### config.mk
export PLATFORM = sky130hd
export DESIGN_NAME = adrv9009_rhb3_ctrl_flat
export DESIGN_NICKNAME = d
export VERILOG_FILES = /design/src/rtl/adrv9009_rhb3_ctrl_if.sv /design/src/rtl/adrv9009_rhb3_ctrl.sv /design/src/flat_wrapper.sv
export SDC_FILE = /design/constraint.sdc
export NUM_CORES = 1
export LEC_CHECK = 0
export CAP_MARGIN = 20
export CORE_MARGIN = 2
export CORE_UTILIZATION = 57
export CTS_BUF_LIST = sky130_fd_sc_hd__clkbuf_4 sky130_fd_sc_hd__clkbuf_8
export CTS_CLUSTER_DIAMETER = 60
export CTS_CLUSTER_SIZE = 25
export DETAILED_ROUTE_END_ITERATION = 12
export PLACE_DENSITY = 0.88
export SYNTH_ARGS = -nofsm -noshare
export SYNTH_HDL_FRONTEND = slang
export SYNTH_SLANG_ARGS = --single-unit
export TNS_END_PERCENT = 50
### constraint.sdc
create_clock -name i_clk -period 3.45 [get_ports i_clk]
set_clock_uncertainty 0.05 [all_clocks]
set_input_delay 0.69 -clock i_clk [delete_from_list [all_inputs] [get_ports i_clk]]
set_output_delay 0.69 -clock i_clk [all_outputs]
set_load 0.05 [all_outputs]
### src/rtl/adrv9009_rhb3_ctrl_if.sv
// adrv9009_rhb3_ctrl_if: output sample stream (Q1.15 data with valid/ready backpressure)
//   data  : FIFO head sample, meaningful while valid=1
//   valid : FIFO non-empty
//   ready : consumer accepts head when valid & ready
interface adrv9009_rhb3_ctrl_if;
    logic [15:0] data;
    logic        valid;
    logic        ready;
    modport master (output data, valid, input ready);
    modport slave  (input data, valid, output ready);
endinterface

### src/rtl/adrv9009_rhb3_ctrl.sv
// adrv9009_rhb3_ctrl: RHB3 half-band sequencer (flush/fill/run, decimate, round/saturate, output FIFO)
//   i_clk, i_reset          : clock, synchronous active-high reset
//   i_enable, i_dec_en      : start/stop filtering; decimate-by-2 select (latched in FLUSH)
//   i_in_data               : Q1.15 input sample
//   o_filt_reset, o_filt_in : drive the RHB3 instance
//   i_filt_out              : RHB3 result, Q2.30
//   o_overflow, o_state     : sticky FIFO drop flag; IDLE=0 FLUSH=1 FILL=2 RUN=3
//   out                     : output stream (master)
module adrv9009_rhb3_ctrl #(
    parameter int FILL_CYCLES = 10,
    parameter int FIFO_DEPTH  = 4
) (
    input  logic                        i_clk,
    input  logic                        i_reset,
    input  logic                        i_enable,
    input  logic                        i_dec_en,
    input  logic [15:0]                 i_in_data,
    output logic                        o_filt_reset,
    output logic [15:0]                 o_filt_in,
    input  logic [31:0]                 i_filt_out,
    output logic                        o_overflow,
    output logic [1:0]                  o_state,
    adrv9009_rhb3_ctrl_if.master        out
);
    localparam int AW = $clog2(FIFO_DEPTH);
    localparam int CW = AW + 1;
    localparam int NW = $clog2(FILL_CYCLES + 1);
    typedef enum logic [1:0] {IDLE, FLUSH, FILL, RUN} state_t;
    state_t          r_state, w_next;
    logic [NW-1:0]   r_cnt;
    logic            r_dec, r_phase, r_ovf;
    logic [15:0]     r_mem [FIFO_DEPTH];
    logic [AW-1:0]   r_wptr, r_rptr;
    logic [CW-1:0]   r_count;
    logic [32:0]     w_round;
    logic [15:0]     w_sat;
    logic            w_keep, w_rd, w_wr;
    always_comb begin
        w_next = !i_enable ? IDLE :
                 r_state == IDLE  ? FLUSH :
                 r_state == FLUSH ? FILL :
                 (r_state == FILL && r_cnt == NW'(FILL_CYCLES - 1)) ? RUN : r_state;
        o_filt_reset = r_state == IDLE || r_state == FLUSH;
        o_filt_in    = o_filt_reset ? 16'h0 : i_in_data;
    end
    // Round half-up at bit 15, then saturate if the top three bits disagree.
    assign w_round = {i_filt_out[31], i_filt_out} + 33'd16384;
    assign w_sat   = (&w_round[32:30] || ~|w_round[32:30]) ? w_round[30:15] :
                     (w_round[32] ? 16'h8000 : 16'h7FFF);
    assign w_keep  = r_state == RUN && i_enable && (!r_dec || !r_phase);
    assign w_rd    = out.valid && out.ready;
    // A simultaneous read frees a slot, so a full FIFO still accepts the write.
    assign w_wr    = w_keep && (r_count != CW'(FIFO_DEPTH) || w_rd);
    assign out.valid  = r_count != '0;
    assign out.data   = out.valid ? r_mem[r_rptr] : 16'h0;
    assign o_overflow = r_ovf;
    assign o_state    = r_state;
    always_ff @(posedge i_clk) begin
        if (i_reset) begin
            r_state <= IDLE;
            r_cnt   <= '0;
            r_phase <= 1'b0;
            r_dec   <= 1'b0;
            r_ovf   <= 1'b0;
            r_wptr  <= '0;
            r_rptr  <= '0;
            r_count <= '0;
        end else begin
            r_state <= w_next;
            if (r_state == FLUSH) begin
                r_cnt   <= '0;
                r_phase <= 1'b0;
                r_dec   <= i_dec_en;
                r_ovf   <= 1'b0;
                r_wptr  <= '0;
                r_rptr  <= '0;
                r_count <= '0;
            end else begin
                if (r_state == FILL) r_cnt <= r_cnt + 1'b1;
                if (r_state == RUN) r_phase <= ~r_phase;
                if (w_keep && !w_wr) r_ovf <= 1'b1;
                if (w_wr) r_wptr <= r_wptr + 1'b1;
                if (w_rd) r_rptr <= r_rptr + 1'b1;
                r_count <= r_count + CW'(w_wr) - CW'(w_rd);
            end
        end
    end
    always_ff @(posedge i_clk) begin
        if (w_wr) r_mem[r_wptr] <= w_sat;
    end
endmodule
### src/flat_wrapper.sv
// flat-port wrapper written by rule: the top's interface ports become plain ports
module adrv9009_rhb3_ctrl_flat 
#(
    parameter int FILL_CYCLES = 10,
    parameter int FIFO_DEPTH  = 4
)
  (i_clk, i_reset, i_enable, i_dec_en, i_in_data, o_filt_reset, o_filt_in, i_filt_out, o_overflow, o_state, out_data, out_valid, out_ready);
  adrv9009_rhb3_ctrl_if out_i ();
  input  logic i_clk;
  input  logic i_reset;
  input  logic i_enable;
  input  logic i_dec_en;
  input  logic [15:0] i_in_data;
  output logic o_filt_reset;
  output logic [15:0] o_filt_in;
  input  logic [31:0] i_filt_out;
  output logic o_overflow;
  output logic [1:0] o_state;
  output wire logic [$bits(out_i.data)-1:0] out_data;
  output wire logic [$bits(out_i.valid)-1:0] out_valid;
  input wire logic [$bits(out_i.ready)-1:0] out_ready;
  assign out_data = out_i.data;
  assign out_valid = out_i.valid;
  assign out_i.ready = out_ready;
  adrv9009_rhb3_ctrl #(.FILL_CYCLES(FILL_CYCLES), .FIFO_DEPTH(FIFO_DEPTH)) u_core (.i_clk(i_clk), .i_reset(i_reset), .i_enable(i_enable), .i_dec_en(i_dec_en), .i_in_data(i_in_data), .o_filt_reset(o_filt_reset), .o_filt_in(o_filt_in), .i_filt_out(i_filt_out), .o_overflow(o_overflow), .o_state(o_state), .out(out_i));
endmodule
Yosys cells after proc, flatten, opt, wreduce, memory -nomap -nowiden
Memories as Yosys holds them, arrays and structs flattened. A register that Yosys moved wholly into a read port is not among the register bits.
Cells that the tools add are included.
Storage, ports and cells
  ROM bits: 0
  output and inout port bits: 37
  bits in latches: 0
  flip-flop bits (word level): 16
  logic and storage cells: 57
  memories kept: 1
  RAM bits: 64
  input bits: 53
Cells by class
  $lt $le $gt $ge: 0
  equal/unequal tests: 5
  divide/modulo/power cells: 0
  reduce and logical (&&, ||, !) cells: 23
  shift operators: 0
  mux-type cells: 11
  bitwise logic cells: 2
  multipliers: 0
  add/subtract/negate cells: 6
Memory list
  u_core.r_mem: words 4, width 16, read ports 1, clocked after Yosys merged registers in 1, wr ports 1, RTL line adrv9009_rhb3_ctrl.sv:32  | logic [15:0] r_mem [FIFO_DEPTH];
Operators with widths (count)
  $mux 16: 4
  $add 32x16->33 const B: 1
  $mux 2: 4
  $logic_and 1x1->1: 6
  $reduce_bool 3->1: 2
  $reduce_or 3->1: 2
  $add 2x1->2 const B: 2
  $add 4x1->4 const B: 1
  $eq 2x2->1 const B: 2
  $eq 4x4->1 const B: 1
  $logic_not 1->1: 4
  $logic_or 1x1->1: 4
  $reduce_or 2->1: 2
  $add 3x1->3: 1
  $mux 1: 3
  $ne 3x3->1 const B: 1
  $reduce_and 3->1: 1
  $sub 3x1->3: 1
  $eq 2x1->1 const B: 1
  $logic_not 2->1: 1
  $not 1->1: 2
  $reduce_bool 2->1: 1

Logic depth before layout (Yosys ltp)
  depth in word-level cells: 6
  gate-level depth with buffers: 10
  gate-level depth less buffers: 9

Worst setup path after synthesis
Ideal clock, no wire load.
  path type: register to output
  start: register u_core.r_count[1]
  end: output out_data[10]
  data required time: 2.710 ns
  cell stages (with the launch flop): 5
  arrival time: 1.749 ns
  path buffers: 2
  path slack: 0.961 ns
  cell sequence: dfxtp_1 or3_1 clkbuf_1 clkbuf_1 and2_1
On the way
  cells in the longest elaborated chain, start to end: 2
RTL lines
  from (decl): RTL line adrv9009_rhb3_ctrl.sv:34  | logic [CW-1:0] r_count;
  from (signal assigned): RTL line adrv9009_rhb3_ctrl.sv:84  | r_count <= r_count + CW'(w_wr) - CW'(w_rd);
  $reduce_bool 3->1: RTL line adrv9009_rhb3_ctrl.sv:54  | assign out.valid = r_count != '0;
  named net out_valid: RTL line flat_wrapper.sv:20  | output wire logic [$bits(out_i.valid)-1:0] out_valid;
  $mux 16: RTL line adrv9009_rhb3_ctrl.sv:55  | assign out.data = out.valid ? r_mem[r_rptr] : 16'h0;
  to (decl): RTL line flat_wrapper.sv:19  | output wire logic [$bits(out_i.data)-1:0] out_data;
The timed path passes the listed nets, and every way through them passes these cells.

==> metrics.md <==
| Metric | Value |
|---|---|
| CTS buffer count | 9 |
| CP arrival | ~2.5 ns |
| R2R Path Start | u_core.r_count[1] |
| Number of flops mapped to enable cells by yosys | 64 |
| Biggest area contributors in the synthesized netlist | edfxtp_1, dfxtp_1, mux4_2 |
| Starting density of the core | 58.8% |
| Worst setup SP type | flip-flop |
| DIE AREA | just over 8000 um2 |
| Core footprint | 7210 um2 |
| Setup TNS | 0 ns |
| Syn. warnings | 0 |
| Max IR drop VDD | 0.000280 V |
| Post-Syn Area | about 4200 um2 |
| Critical path endpoint category | output pin |
| Setup Fix Bufs, Post-CTS | 0 |
| # diodes | 0 |
| Area growth syn-to-layout | 24.9% |
| Crit Path Category | flip-flop to output pin |
| CTS sink count | 82 |
| Hold Path Depth | 2 |
| Crit-path max FO | 16 |
| Initial antenna violation count | 0 |
| Clk Tree Root Cell | clkbuf_8 |
| CTS Buffer Depth | 2 |
| #FFs+latches synth | 82 |
| Commonest register cell after synthesis | edfxtp_1 |
| Setup Viol. Count Final | 0 |
| Cts hold-fix bufs | 0 |
| LEAKAGE | about 1.8 nW |
| GR Overflow Total | 0 |
| Top-count cell post-synth | edfxtp_1 |
| Worst r2r dst | u_core.r_count[2] |
| Final Util | 73.4% |
| Distinct cells, synth | 50 |
| Gr usage total | 22.7% |
| Rows | 31 |
| Seq/Total Area, Yosys | 53.8% |
| Hold_sp | u_core.o_overflow |
| RSZ-0062 raised after global routing | no |
| Reg clk slew, reported paths | 0.08 ns |
| Asr flop ratio synth | 0% |
| Max-slew headroom | about half |
| First-pass GRT wire length | 14.4 mm |
| FF-to-FF setup slack | 0.69 ns |
| Remaining DRCs | 0 |
| Routed wire length | 8.90 mm |
| Largest area contributor in the netlist | edfxtp_1 |
| I/O pin cnt | 90 |
| CTS tree | yes |
| Htree depth | 3 |
| DIE WIDTH | 90.2 um |
| Post-DRT Antenna Nets | 0 |
| WL per Instance | 16.9 um |
| Share of post-route cells with drive strength above 1 | 11.9% |
| Latest clock arrival within the worst-skew pair | 0.34 ns |
| Initial DRC Count | 144 |
| WHS Endpoint | u_core.o_overflow |
| Status | finished clean |
| CP required | approximately 2.7 ns |
| Area share of the largest cell type after synthesis | between 40% and 50% |
| GP Congestion | 0.921 |
| Avg Inst Size Synth | 12.2 um2 |
| Post-Synthesis Cells | 347 |
| Pwr/cell area | 525 nW/um2 |
| Vias | 3047 |
| Slew Viols, Final | 0 |
| Post-CTS sizing | 0 |
| Initial DRT Pass Iterations | 4 |
| Commonest cells in the netlist | edfxtp_1, and2_1, nor2_1 |
| Post-Syn Nets | just over 400 |
| Reg2reg path depth | 9 |
| Number of port buffers | 75 |
| Final Cycle Share | ~93% |
| Die height | ~90 um |
| Hold WC Path Type | flip-flop to flip-flop |
| Fmax achieved | 313 MHz |
| Largest net degree at the start of global routing | 29 |
| Hold Fails Final Rpt | 0 |
| Nets | 486 |
| Final min period | between 3 and 4 ns |
| Vias in the first global route | 2943 |
| Slew @ Worst Pin | roughly 0.75 ns |
| Hpwl dp | 6.17 mm |
| Routed vias/inst | 5.78 |
| Max Cap Viol | 0 |
[where the power goes]
part,switching (mW),internal (mW)
logic,0.611,0.389
clock network,0.329,0.333
registers,0.0211,1.09
[metrics by stage]
step / total power, mW / std cells / setup WS [ns] / hold WS (ns) / cell area [um2]
5_1_grt: 2.89 / 527 / 0.159 / 0.467 / 5300
3_3_place_gp: 2.11 / 511 / 0.333 / 0.411 / 5100
4_1_cts: 2.80 / 527 / 0.210 / 0.442 / 5300
6_report: 2.78 / 527 / 0.256 / 0.438 / 5300
2_1_floorplan: 1.83 / 347 / 0.961 / 0.411 / 4240
3_5_place_dp: 2.14 / 511 / 0.279 / 0.428 / 5100
[kinds of logic after synthesis]
kind of cell / count (synthesis) / share of synthesized area [%]
AND/OR/NAND/NOR: 128 / 17.8
flip-flops: 82 / 53.8
AO/OA/AOI/OAI: 50 / 7.88
buffers and inverters: 35 / 3.19
multiplexers: 19 / 9.21
XOR/XNOR: 17 / 3.51
adder cells (fa/ha/maj): 16 / 4.58
[how the worst max path moves through the flow]
| stage | startpoint | endpoint | slack, ns | depth (start not counted) |
|---|---|---|---|---|
| global route | flip-flop | out_data[3] | 0.16 | 4 |
| floorplan | u_core.r_count[1] | out_data[10] | 0.96 | 4 |
| global placement | i_filt_out[14] | u_core.r_mem[0][0] | 0.33 | 7 |
| detailed placement | i_filt_out[15] | u_core.r_mem[0][0] | 0.28 | 7 |
| finish | flip-flop | out_data[3] | 0.26 | 4 |
| CTS | flip-flop | out_data[3] | 0.21 | 4 |
[layout make-up]
cell class / count / area [um2]
clock buffers: 9 / 124
clock inverters: 7 / 68.8
fillers: 479 / 1920
inverters: 17 / 63.8
multi-input cells: 230 / 1820
flip-flops and latches: 82 / 2280
well taps: 99 / 124
repair buffers: 83 / 811
[worst max-delay path, stage by stage (launching register included)]
cell and delay, ns:
dfxtp_1 0.31, buf_4 0.31, mux4_2 0.59, and2_1 0.18, clkdlybuf4s50_1 0.71
[layer usage]
metal	share of wire, %	GRT usage [%]
met4	1.6	7.31
met1	41	28.2
met3	5.9	4.36
met5	0	0
met2	52	40.1
[sequential cells by signal, summed over array words and instances, names as in the netlist, named ones only]
| signal | count |
|---|---|
| u_core.r_dec | 1 |
| u_core.r_wptr | 2 |
| u_core.r_rptr | 2 |
| u_core.r_cnt | 4 |
| u_core.o_state | 2 |
| u_core.r_mem | 64 |
| u_core.o_overflow | 1 |
| u_core.r_phase | 1 |
| u_core.r_count | 3 |
[cell usage in the layout, fill, tap and decap left out, types with 5 or more instances in the layout]
| master | netlist | final |
|---|---|---|
| a21oi_1 | 18 | 18 |
| a31oi_1 | 5 | 5 |
| and2_1 | 37 | 37 |
| buf_4 | 0 | 8 |
| clkbuf_8 | 0 | 9 |
| clkdlybuf4s50_1 | 0 | 75 |
| dfxtp_1 | 18 | 18 |
| edfxtp_1 | 64 | 64 |
| ha_1 | 9 | 9 |
| inv_1 | 17 | 17 |
| maj3_1 | 5 | 5 |
| mux4_2 | 16 | 16 |
| nand2_1 | 15 | 15 |
| nand3_1 | 15 | 15 |
| nor2_1 | 28 | 28 |
| nor3_1 | 7 | 7 |
| xnor2_1 | 12 | 12 |
| xor2_1 | 5 | 5 |
Note: power is estimated with default switching activity, not from simulation.
